[src/rtl/fp_pkg.sv]
// Shared definitions for the single-precision divider: field widths, bias,
// canonical special-value encodings and the controller state type.
package fp_pkg;

  localparam int unsigned EXP_W  = 8;
  localparam int unsigned MANT_W = 23;
  localparam int          BIAS   = 127;

  localparam logic [31:0] QNAN    = 32'h7FC0_0000;
  localparam logic [30:0] INF_MAG = 31'h7F80_0000;

  typedef enum logic [1:0] {
    IDLE,
    DIVIDE,
    NORMALIZE,
    DONE
  } state_e;

endpackage

[src/rtl/fp_classify.sv]
// Operand classifier: zero (denormals flushed) and inf/NaN detection from the
// biased exponent alone.
module fp_classify
  import fp_pkg::*;
(
  input  logic [EXP_W-1:0] exp_i,
  output logic             is_zero_o,
  output logic             is_inf_nan_o
);

  assign is_zero_o    = (exp_i == '0);
  assign is_inf_nan_o = (exp_i == '1);

endmodule

[src/rtl/fp_divide.sv]
// IEEE-754 single-precision divider, restoring mantissa division, 1 bit/cycle.
// Define FP_DIV_ROUND_NEAREST_EN for round-to-nearest-even; default truncates.
module fp_divide
  import fp_pkg::*;
(
  input  logic        clk_i,
  input  logic        reset_i,
  input  logic        valid_i,
  output logic        ready_o,
  input  logic [31:0] a_i,
  input  logic [31:0] b_i,
  output logic        valid_o,
  output logic [31:0] quotient_o,
  output logic        dz_o
);

  localparam int unsigned QW = 26;

  state_e             state_q, state_d;
  logic [4:0]         cnt_q, cnt_d;
  logic [QW-1:0]      rem_q, rem_d;
  logic [QW-1:0]      q_q, q_d;
  logic [MANT_W:0]    divisor_q, divisor_d;
  logic signed [9:0]  exp_q, exp_d;
  logic               sign_q, sign_d;
  logic [31:0]        quotient_q, quotient_d;
  logic               dz_q, dz_d;

  logic a_zero, a_inf_nan, b_zero, b_inf_nan;
  logic [QW-1:0]      rem_sub;
  logic [MANT_W-1:0]  mant, mant_f;
  logic signed [9:0]  exp_n, exp_r;
`ifdef FP_DIV_ROUND_NEAREST_EN
  logic               guard, sticky, round_up;
  logic [MANT_W:0]    mant_r;
`endif

  fp_classify u_cls_a (
    .exp_i        (a_i[30:23]),
    .is_zero_o    (a_zero),
    .is_inf_nan_o (a_inf_nan)
  );

  fp_classify u_cls_b (
    .exp_i        (b_i[30:23]),
    .is_zero_o    (b_zero),
    .is_inf_nan_o (b_inf_nan)
  );

  always_comb begin
    state_d    = state_q;
    cnt_d      = cnt_q;
    rem_d      = rem_q;
    q_d        = q_q;
    divisor_d  = divisor_q;
    exp_d      = exp_q;
    sign_d     = sign_q;
    quotient_d = quotient_q;
    dz_d       = dz_q;
    rem_sub    = rem_q;
    mant       = q_q[25] ? q_q[24:2] : q_q[23:1];
    exp_n      = q_q[25] ? exp_q : exp_q - 10'sd1;
`ifdef FP_DIV_ROUND_NEAREST_EN
    guard    = q_q[25] ? q_q[1] : q_q[0];
    sticky   = (q_q[25] & q_q[0]) | (rem_q != '0);
    round_up = guard & (sticky | mant[0]);
    mant_r   = {1'b0, mant} + 24'(round_up);
    // An all-ones mantissa rounding up wraps to zero and carries into the exponent.
    mant_f   = mant_r[MANT_W-1:0];
    exp_r    = exp_n + $signed({9'b0, mant_r[MANT_W]});
`else
    mant_f   = mant;
    exp_r    = exp_n;
`endif

    unique case (state_q)
      IDLE: begin
        if (valid_i) begin
          sign_d    = a_i[31] ^ b_i[31];
          exp_d     = {2'b00, a_i[30:23]} - {2'b00, b_i[30:23]} + 10'(BIAS);
          rem_d     = {2'b00, 1'b1, a_i[22:0]};
          divisor_d = {1'b1, b_i[22:0]};
          q_d       = '0;
          cnt_d     = '0;
          state_d   = DONE;
          if (a_inf_nan || b_inf_nan || (a_zero && b_zero)) begin
            quotient_d = QNAN;
            dz_d       = 1'b0;
          end else if (b_zero) begin
            quotient_d = {a_i[31] ^ b_i[31], INF_MAG};
            dz_d       = 1'b1;
          end else if (a_zero) begin
            quotient_d = {a_i[31] ^ b_i[31], 31'b0};
            dz_d       = 1'b0;
          end else begin
            state_d = DIVIDE;
          end
        end
      end
      DIVIDE: begin
        if (rem_q >= {2'b00, divisor_q}) begin
          rem_sub = rem_q - {2'b00, divisor_q};
          q_d     = {q_q[QW-2:0], 1'b1};
        end else begin
          q_d     = {q_q[QW-2:0], 1'b0};
        end
        rem_d = rem_sub << 1;
        cnt_d = cnt_q + 5'd1;
        if (cnt_q == 5'(QW - 1)) state_d = NORMALIZE;
      end
      NORMALIZE: begin
        dz_d    = 1'b0;
        state_d = DONE;
        if (exp_r >= 10'sd255)    quotient_d = {sign_q, INF_MAG};
        else if (exp_r <= 10'sd0) quotient_d = {sign_q, 31'b0};
        else                      quotient_d = {sign_q, exp_r[7:0], mant_f};
      end
      DONE: state_d = IDLE;
      default: state_d = IDLE;
    endcase
  end

  always_ff @(posedge clk_i or posedge reset_i) begin
    if (reset_i) begin
      state_q    <= IDLE;
      cnt_q      <= '0;
      rem_q      <= '0;
      q_q        <= '0;
      divisor_q  <= '0;
      exp_q      <= '0;
      sign_q     <= 1'b0;
      quotient_q <= '0;
      dz_q       <= 1'b0;
    end else begin
      state_q    <= state_d;
      cnt_q      <= cnt_d;
      rem_q      <= rem_d;
      q_q        <= q_d;
      divisor_q  <= divisor_d;
      exp_q      <= exp_d;
      sign_q     <= sign_d;
      quotient_q <= quotient_d;
      dz_q       <= dz_d;
    end
  end

  assign ready_o    = (state_q == IDLE);
  assign valid_o    = (state_q == DONE);
  assign quotient_o = quotient_q;
  assign dz_o       = dz_q;

endmodule

[config.mk]
export PLATFORM = sky130hd
export DESIGN_NAME = fp_divide
export DESIGN_NICKNAME = d
export VERILOG_FILES = /design/src/rtl/fp_pkg.sv /design/src/rtl/fp_classify.sv /design/src/rtl/fp_divide.sv
export SDC_FILE = /design/constraint.sdc
export NUM_CORES = 1
export LEC_CHECK = 0
export CORE_UTILIZATION = 51
export CTS_CLUSTER_DIAMETER = 80
export DETAILED_ROUTE_END_ITERATION = 6
export GPL_ROUTABILITY_DRIVEN = 0
export PLACE_DENSITY = 0.84
export SYNTH_ARGS = -nofsm -noshare
export SYNTH_HDL_FRONTEND = slang
export SYNTH_SLANG_ARGS = --single-unit
[constraint.sdc]
create_clock -name clk_i -period 4 [get_ports clk_i]
set_input_delay 0.4 -clock clk_i [delete_from_list [all_inputs] [get_ports clk_i]]
set_output_delay 0.4 -clock clk_i [all_outputs]
set_load 0.05 [all_outputs]
**Word-level counts from Yosys, hierarchy flattened**

Cells that the tools add are included.

- Add/sub/neg operators: 5
- Order comparisons: 3
- Equal/unequal tests: 9
- Multiplexer cells: 28
- Bitwise logic cells: 1
- Reductions and logical operators: 12

Operators with widths:

| cell | number |
|---|---|
| 2-to-1 mux 32 bit | 4 |
| one-hot mux 26 bit (2 select lines) | 2 |
| one-hot mux 32 bit (2 select lines) | 1 |
| 2-to-1 mux 31 bit | 2 |
| 2-to-1 mux 26 bit | 2 |
| greater-or-equal comparator 26 x 24 -> 1 bit | 1 |
| 2-to-1 mux 25 bit | 1 |
| subtractor 25 x 24 -> 25 bit | 1 |
| 2-to-1 mux 23 bit | 1 |
| equality test 8 bit, second input constant | 2 |
| logical NOT 8 bit | 2 |
| adder 9 x 8 -> 10 bit, second input constant | 1 |
| greater-or-equal comparator 10 x 9 -> 1 bit, second input constant | 1 |
| <= comparator 10 x 1 -> 1 bit, second input constant | 1 |
| 2-to-1 mux 10 bit | 1 |
| 2-to-1 mux 2 bit | 5 |
| one-hot mux 5 bit (2 select lines) | 1 |
| subtractor 10 x 2 -> 10 bit, second input constant | 1 |
| subtractor 8 x 8 -> 9 bit | 1 |
| one-hot mux 2 bit (4 select lines) | 1 |
| AND reduction 2 bit | 3 |
| adder 5 x 1 -> 5 bit, second input constant | 1 |
| equality test 5 bit, second input constant | 1 |
| 2-to-1 mux 1 bit | 5 |
| 12 further kinds | 16 |

- Bits in registers: 127
- Output and inout bits: 35
- Logic and storage cells: 67

**Depth between registers and ports, before layout**

Gate-level depths: netlist of run 1.

- Depth after elaboration: 6
- Mapped depth: 14

**Cells and area by module**

A second synthesis of run 1 with hierarchy kept.

- Cell total of the unflattened synthesis: 810
- Area total of the unflattened synthesis: 7627.3 um2

Modules (own cells, without submodules):

| module | times used | cells each | area each (um2) | sequential area each (um2) |
|---|---|---|---|---|
| fp_divide | 1 | 798 | 7557.2 | 3178.0 |
| fp_classify | 2 | 6 | 35.0 | 0.0 |

**Least setup slack after synthesis of run 1**

Ideal clock, no wire load.

- Path kind: register -> register
- From: reg rem_q[2]
- To: reg rem_q[12]
- Library setup time: 0.126 ns
- Arrival time: 2.531 ns
- Data required time: 3.874 ns
- Setup slack: 1.343 ns
- Cell stages (with the launch flop): 13
- Buffers on the path: 2
- Clock period less this slack: 2.657 ns
- Path through: dfrtp_1 ha_1 nor2b_1 o31a_1 o21bai_1 o21ai_1 a211o_1 a31oi_1 buf_2 buf_2 nor2_1 a211oi_1 o21ai_1

- Cells in the longest elaborated chain, start to end: 3

Ends and longest elaborated chain:

| item | line | source |
|---|---|---|
| start: declaration | fp_divide.sv:21 | `logic [QW-1:0] rem_q, rem_d;` |
| start signal: assignment | fp_divide.sv:137 | `rem_q <= rem_d;` |
| subtractor 25 x 24 -> 25 bit / greater-or-equal comparator 26 x 24 -> 1 bit (equally long branches) | fp_divide.sv:102, fp_divide.sv:101 |  |
| 2-to-1 mux 25 bit * | fp_divide.sv:101 | `if (rem_q >= {2'b00, divisor_q}) begin` |
| one-hot mux 26 bit (2 select lines) * | fp_divide.sv:76 | `unique case (state_q)` |

Mark *: on every way between the ends. The rest lies on a longest branch, timed or not.
A chain may end at the register's enable or synchronous reset.

**Worst setup path in the final report of run 1**

- From: reg rem_q[0]
- To: reg rem_q[22]

Same word-level chain as after synthesis.

==> flow_metrics.py, run 1 <==
metrics = {
    "outcome": {
        "status": "complete, but fails checks",
        "violations": "DRC",
    },
    "synthesis": {
        "yosysSeqAreaShare_pct": 40.8,
        "yosysWarnings": 0,
        "synthDominantCellAreaShare_pct": 40.8,
        "ys_ff_latch": 127,
        "async_reset_ff_share_pct": 100,
        "synth_area_mm2": 0.00779,
        "syn_nets": 941,
        "synth-edff-count": 0,
        "yosys_most_used_dff": "dfrtp_1",
        "synthTopCellsByArea": "dfrtp_1, ha_1, nand2_1",
        "syn_avg_cell_area_um2": 9.36,
        "synth_cells": 832,
        "ys_types": 67,
        "synth_top_cell_by_area": "dfrtp_1",
    },
    "floorplan": {
        "die_area_mm2": 0.0158,
        "ios": 102,
        "start_util_pct": 53.0,
        "core_area_mm2": 0.0147,
        "die_y_um": 126,
        "die_w_um": 126,
        "num_rows": 44,
    },
    "global_routing": {
        "track_usage_pct": 23.3,
        "grt_start_max_net_pins": 67,
        "grt-ovfl-total": 0,
        "grt_pass1_vias": 6203,
        "grt_pass1_wl_mm": 29.5,
        "antenna_found_initial": 0,
    },
    "routing": {
        "vias": 6458,
        "drc_errors": 11,
        "antenna_left": 0,
        "drt-initial-drc-count": 356,
        "wl_per_cell_um": 15.5,
        "wirelength_mm": 17.4,
        "vias_per_cell": 5.77,
        "dr.pass1.iters": 7,
    },
    "critical_path": {
        "required_ps": 4310,
        "reg2reg_depth": 11,
        "cp-start-kind": "flip-flop",
        "crit_chain": "inv_1 > ha_1 > fa_1 > nor2b_1 > o31a_1 > o21bai_1 > o21ai_1 > a211o_1 > a31oi_4 > nor2_1 > a221o_1",
        "cpMaxStageDelayCell": "a31oi_4",
        "arrival_ps": 3760,
        "worstSetupPathType": "reg -> reg",
        "cp_max_fo": 47,
        "endpoint_kind": "flip-flop",
        "cp_slowest_stage_delay_ps": 960,
    },
    "clock_network": {
        "clk_pin_slew_worst_paths_ps": 60,
        "cts_hold_buf": 0,
        "clockBufferDepth": 2,
        "cts_tree": "done",
        "clock-sinks": 127,
        "cts_root_buf": "clkbuf_16",
        "cts_max_level": 4,
        "cts-resized-gates": 0,
        "postCtsSetupBuffers": 0,
        "cts_buffers": 17,
        "clk_latency_ps": 420,
    },
    "layout": {
        "antenna_cells": 0,
        "layout-drive-gt1-share_pct": 11.4,
        "fill_cells": 1175,
        "area_growth_pct": 22.6,
        "final_nets": 1031,
    },
    "timing": {
        "slew_headroom_pct": 19.5,
        "hold_violations": 0,
        "fin_skew_ps": 7.00,
        "period_needed_ps": 3450,
        "worst_pin_slew_ps": 1210,
        "tns_ps": 0,
        "maxSlewViolCount": 0,
        "post-route-period-util_pct": 86.3,
        "rsz0062_at_grt": "no",
        "setup_violations": 0,
        "clock.fmax_ghz": 0.290,
    },
    "placed_design": {
        "dp.final_hpwl_mm": 12.3,
        "io_buffers": 101,
    },
    "power_and_ir_drop": {
        "p_total_uw": 8220,
        "p_per_area_mw_per_mm2": 861,
        "leakage_uw": 0.00422,
        "ir_worst_vdd_uv": 457,
    },
    "min_path": {
        "holdCritPathClass": "reg -> reg",
        "hold_depth": 2,
    },
    "flow_run": {
        "drv_cap": 0,
    },
}
==> Yosys cell counts (all sizes together) (5+ instances only) <==
cell and count:
nand2b 6, o21ai 77, mux2i 25, inv 47, nor2b 6, dfrtp 127, nand3 14, clkbuf 29
a31oi 5, o21bai 6, a211o 5, o21a 6, xnor2 24, nor4 7, ha 40, buf 14
a22o 26, nor3 19, or3 5, a21o 14, mux2 25, nand4 9, a311oi 7, a211oi 12
a21oi 40, xor2 17, nor2 65, and3 10, nand2 93
==> state kept, by name, summed over array words and instances, names as in the netlist <==
register    count
sign_q          1
cnt_q           5
dz_o            1
rem_q          26
q_q            26
quotient_o     32
divisor_q      24
exp_q          10
state_q         2
==> cells in the final DEF (no fill, tap or decap), drive strengths merged, types with 6 or more instances in the layout <==
cell type	netlist	routed
nand4	9	9
o21a	6	6
clkbuf	29	18
a211oi	12	12
and3	10	10
xor2	17	17
nor2	65	65
dfrtp	127	127
xnor2	24	24
mux2	25	25
nor4	7	7
a22o	26	26
a21oi	40	40
inv	47	52
mux2i	25	25
clkinv	1	7
clkdlybuf4s50	0	101
buf	14	13
nor2b	6	6
nand3	14	14
o21ai	77	77
nand2	93	93
nand2b	6	6
a311oi	7	7
o21bai	6	6
ha	40	40
nor3	19	19
a21o	14	14
==> cell families (layout without fill, tap and decap cells) <==
| logic type | after synthesis | in the layout | share of synthesized area, % |
|---|---|---|---|
| buffers and inverters | 91 | 194 | 5.00 |
| adders and majority gates | 42 | 42 | 6.94 |
| AOI/OAI and AO/OA | 231 | 231 | 20.6 |
| and+or+nand+nor | 250 | 250 | 15.2 |
| muxes | 50 | 50 | 6.83 |
| xor gates and xnor gates | 41 | 41 | 4.61 |
| DFF | 127 | 127 | 40.8 |
==> per-layer routing <==
layer,wire (µm),GRT usage [%]
met1,7890,30.7
met2,8390,37.8
met3,809,5.01
met4,318,8.61
met5,0,0
==> power by group <==
group	switching (µW)	total, µW	internal, µW
Clock	603	1550	943
Combinational	2800	4690	1900
Sequential	306	1980	1680
Total	3710	8220	4520
==> layout make-up <==
cell class | instances | area, µm² | area share, %
Clock inverter | 14 | 156 | 1.64
Multi-Input combinational cell | 614 | 4240 | 44.4
Tap cell | 184 | 230 | 2.41
Timing Repair Buffer | 114 | 1120 | 11.7
Clock buffer | 18 | 439 | 4.60
Inverter | 48 | 183 | 1.91
Sequential cell | 127 | 3180 | 33.3
==> through the flow <==
step	area, µm²	setup WS [ps]	hold slack (ps)	utilization (%)	std cells
6_report	9550	548	456	64.9	1119
5_1_grt	9550	289	472	64.9	1119
4_1_cts	9550	559	457	64.9	1119
3_5_place_dp	8950	577	444	60.9	1087
3_3_place_gp	8950	687	433	60.9	1087
2_1_floorplan	7790	216	418	-	832
==> worst max-delay path, delay by kind of cell, from the launching register on <==
kind / cells / cell delay [ps]
compound gates: 6 / 2200
fa+ha+maj: 2 / 390
flops: 1 / 380
simple gates: 2 / 280
buf+inv: 1 / 80
==> final timing paths <==
| path | from | end | slack (ps) |
|---|---|---|---|
| max in group asynchronous | reset_i | q_q[12] | 2530 |
| max reg2reg | rem_q[0] | rem_q[22] | 550 |
| max | rem_q[0] | rem_q[22] | 550 |
| min | divisor_q[23] | divisor_q[23] | 460 |
| min reg2reg | divisor_q[23] | divisor_q[23] | 460 |
| min in group asynchronous | reset_i | quotient_o[17] | 500 |
(Power assumes the default switching activity.)
==> inputs of run 2 (changes only) <==
CORE_UTILIZATION = 31   (was 51)
PLACE_DENSITY = 0.58   (was 0.84)
==> run 2 against run 1 <==
The run now ends clean. Critical path depth is the same. Highest routed layer unchanged. Clock-buffer cell count is the same. Combinational power is essentially flat. Clock power is essentially flat. Critical path type unchanged. Setup slack gained 160 ps. Non-clock buffer count shrank 2. Register-to-register slack gained 160 ps.
==> flow_metrics.py, run 2 (synthesis results as in run 1) <==
metrics = {
    "timing": {
        "setup_violations": 0,
        "hold_violations": 0,
        "maxSlewViolCount": 0,
        "tns_ps": 0,
        "rsz0062_at_grt": "no",
        "fin_skew_ps": 11.3,
        "post-route-period-util_pct": 82.2,
        "period_needed_ps": 3290,
        "clock.fmax_ghz": 0.304,
        "slew_headroom_pct": 43.9,
        "worst_pin_slew_ps": 842,
    },
    "routing": {
        "dr.pass1.iters": 5,
        "drt-initial-drc-count": 320,
        "wl_per_cell_um": 14.8,
        "vias_per_cell": 5.05,
        "wirelength_mm": 18.6,
        "antenna_left": 0,
        "drc_errors": 0,
        "vias": 6350,
    },
    "layout": {
        "fill_cells": 2448,
        "layout-drive-gt1-share_pct": 11.3,
        "final_cells": 1257,
        "ff_latch_area_mm2": 0.00318,
        "area_growth_pct": 24.9,
        "utilization_pct": 39.8,
        "mostFrequentLayoutCell": "dfrtp_1",
        "final_cell_mix": "dfrtp_1, clkdlybuf4s50_1, nand2_1",
        "multiInputGateArea_mm2": 0.00424,
        "final_nets": 1029,
        "antenna_cells": 0,
        "largest_reg_flops": 32,
    },
    "floorplan": {
        "num_rows": 57,
        "core_area_mm2": 0.0245,
        "die_w_um": 160,
        "start_util_pct": 31.8,
        "ios": 102,
        "die_y_um": 160,
        "die_area_mm2": 0.0258,
    },
    "clock_network": {
        "cts_hold_buf": 0,
        "cts_root_buf": "clkbuf_16",
        "clk_latency_ps": 420,
        "cts_max_level": 4,
        "cts-resized-gates": 0,
        "clock-sinks": 127,
        "postCtsSetupBuffers": 0,
        "clk_pin_slew_worst_paths_ps": 60,
        "cts_tree": "done",
        "clockBufferDepth": 2,
        "cts_buffers": 17,
    },
    "critical_path": {
        "r2r_setup_slack_ps": 710,
        "required_ps": 4300,
        "endpoint_kind": "flip-flop",
        "arrival_ps": 3580,
        "cp_max_fo": 28,
        "cp-start-kind": "flip-flop",
        "worstSetupPathType": "reg -> reg",
    },
    "placed_design": {
        "dp.final_hpwl_mm": 13.3,
        "dp.cells": 1225,
        "io_buffers": 101,
    },
    "global_routing": {
        "track_usage_pct": 15.5,
        "antenna_found_initial": 0,
        "grt_pass1_wl_mm": 32.3,
        "grt-ovfl-total": 0,
        "grt_pass1_vias": 6353,
        "grt_start_max_net_pins": 61,
    },
    "power_and_ir_drop": {
        "leakage_uw": 0.00422,
        "p_per_area_mw_per_mm2": 852,
        "p_total_uw": 8290,
        "ir_worst_vdd_uv": 370,
    },
    "min_path": {
        "holdCritPathClass": "reg -> reg",
    },
    "outcome": {
        "status": "completed",
    },
    "flow_run": {
        "drv_cap": 0,
    },
}
[run 2: cell types whose count changed in the layout (fill, tap and decap cells not counted), sizes merged]
cell / previous run / this run
inv: 52 / 55
buf: 13 / 11
clkinv: 7 / 5
clkinvlp: 1 / 0
[run 2: critical path, cell delays in order (launching register included)]
cell	delay, ps
dfrtp_1	410
ha_1	340
nor2b_1	170
o31a_1	280
o21bai_1	200
o21ai_1	140
a211o_1	320
a31oi_4	650
buf_12	240
nor2_1	60
a211oi_1	240
o21ai_1	100
[run 2: final cells by class]
cell class,instances,area share (%)
inverter,48,1.88
multi-input combinational,614,43.6
timing repair buffer,112,11.5
clock inverter,14,1.75
tap,324,4.17
sequential,127,32.7
clock buffer,18,4.41
[run 2: final timing paths]
check	from	end	cells after the start
min in group asynchronous	reset_i	quotient_o[20]	2
worst max-delay path	rem_q[2]	rem_q[4]	11
worst min-delay path	divisor_q[23]	divisor_q[23]	2
max in group asynchronous	reset_i	rem_q[15]	3
worst min register to register	divisor_q[23]	divisor_q[23]	2
worst max register to register	rem_q[2]	rem_q[4]	11
[run 2: metrics by stage]
step                      hold slack (ps)  setup WS (ps)  instance area [µm²]
after detailed placement              440            729                 9130
after global placement                438            784                 9130
after floorplan                       418            216                 7790
final                                 450            711                 9720
after global routing                  505            474                 9720
after CTS                             453            700                 9720
[run 2: report_power, final]
part	switching [µW]	internal [µW]
sequential	320	1680
clock	640	942
combinational	2790	1920
[run 2: metal layers]
layer  track usage, %  vias up  part of all wire [%]
met2             24.5      146                    46
met1             21.4     3020                    48
met3             3.05       12                   4.1
met5                0        -                     0
li1                 -     3172                     -
met4             4.29        0                  0.93
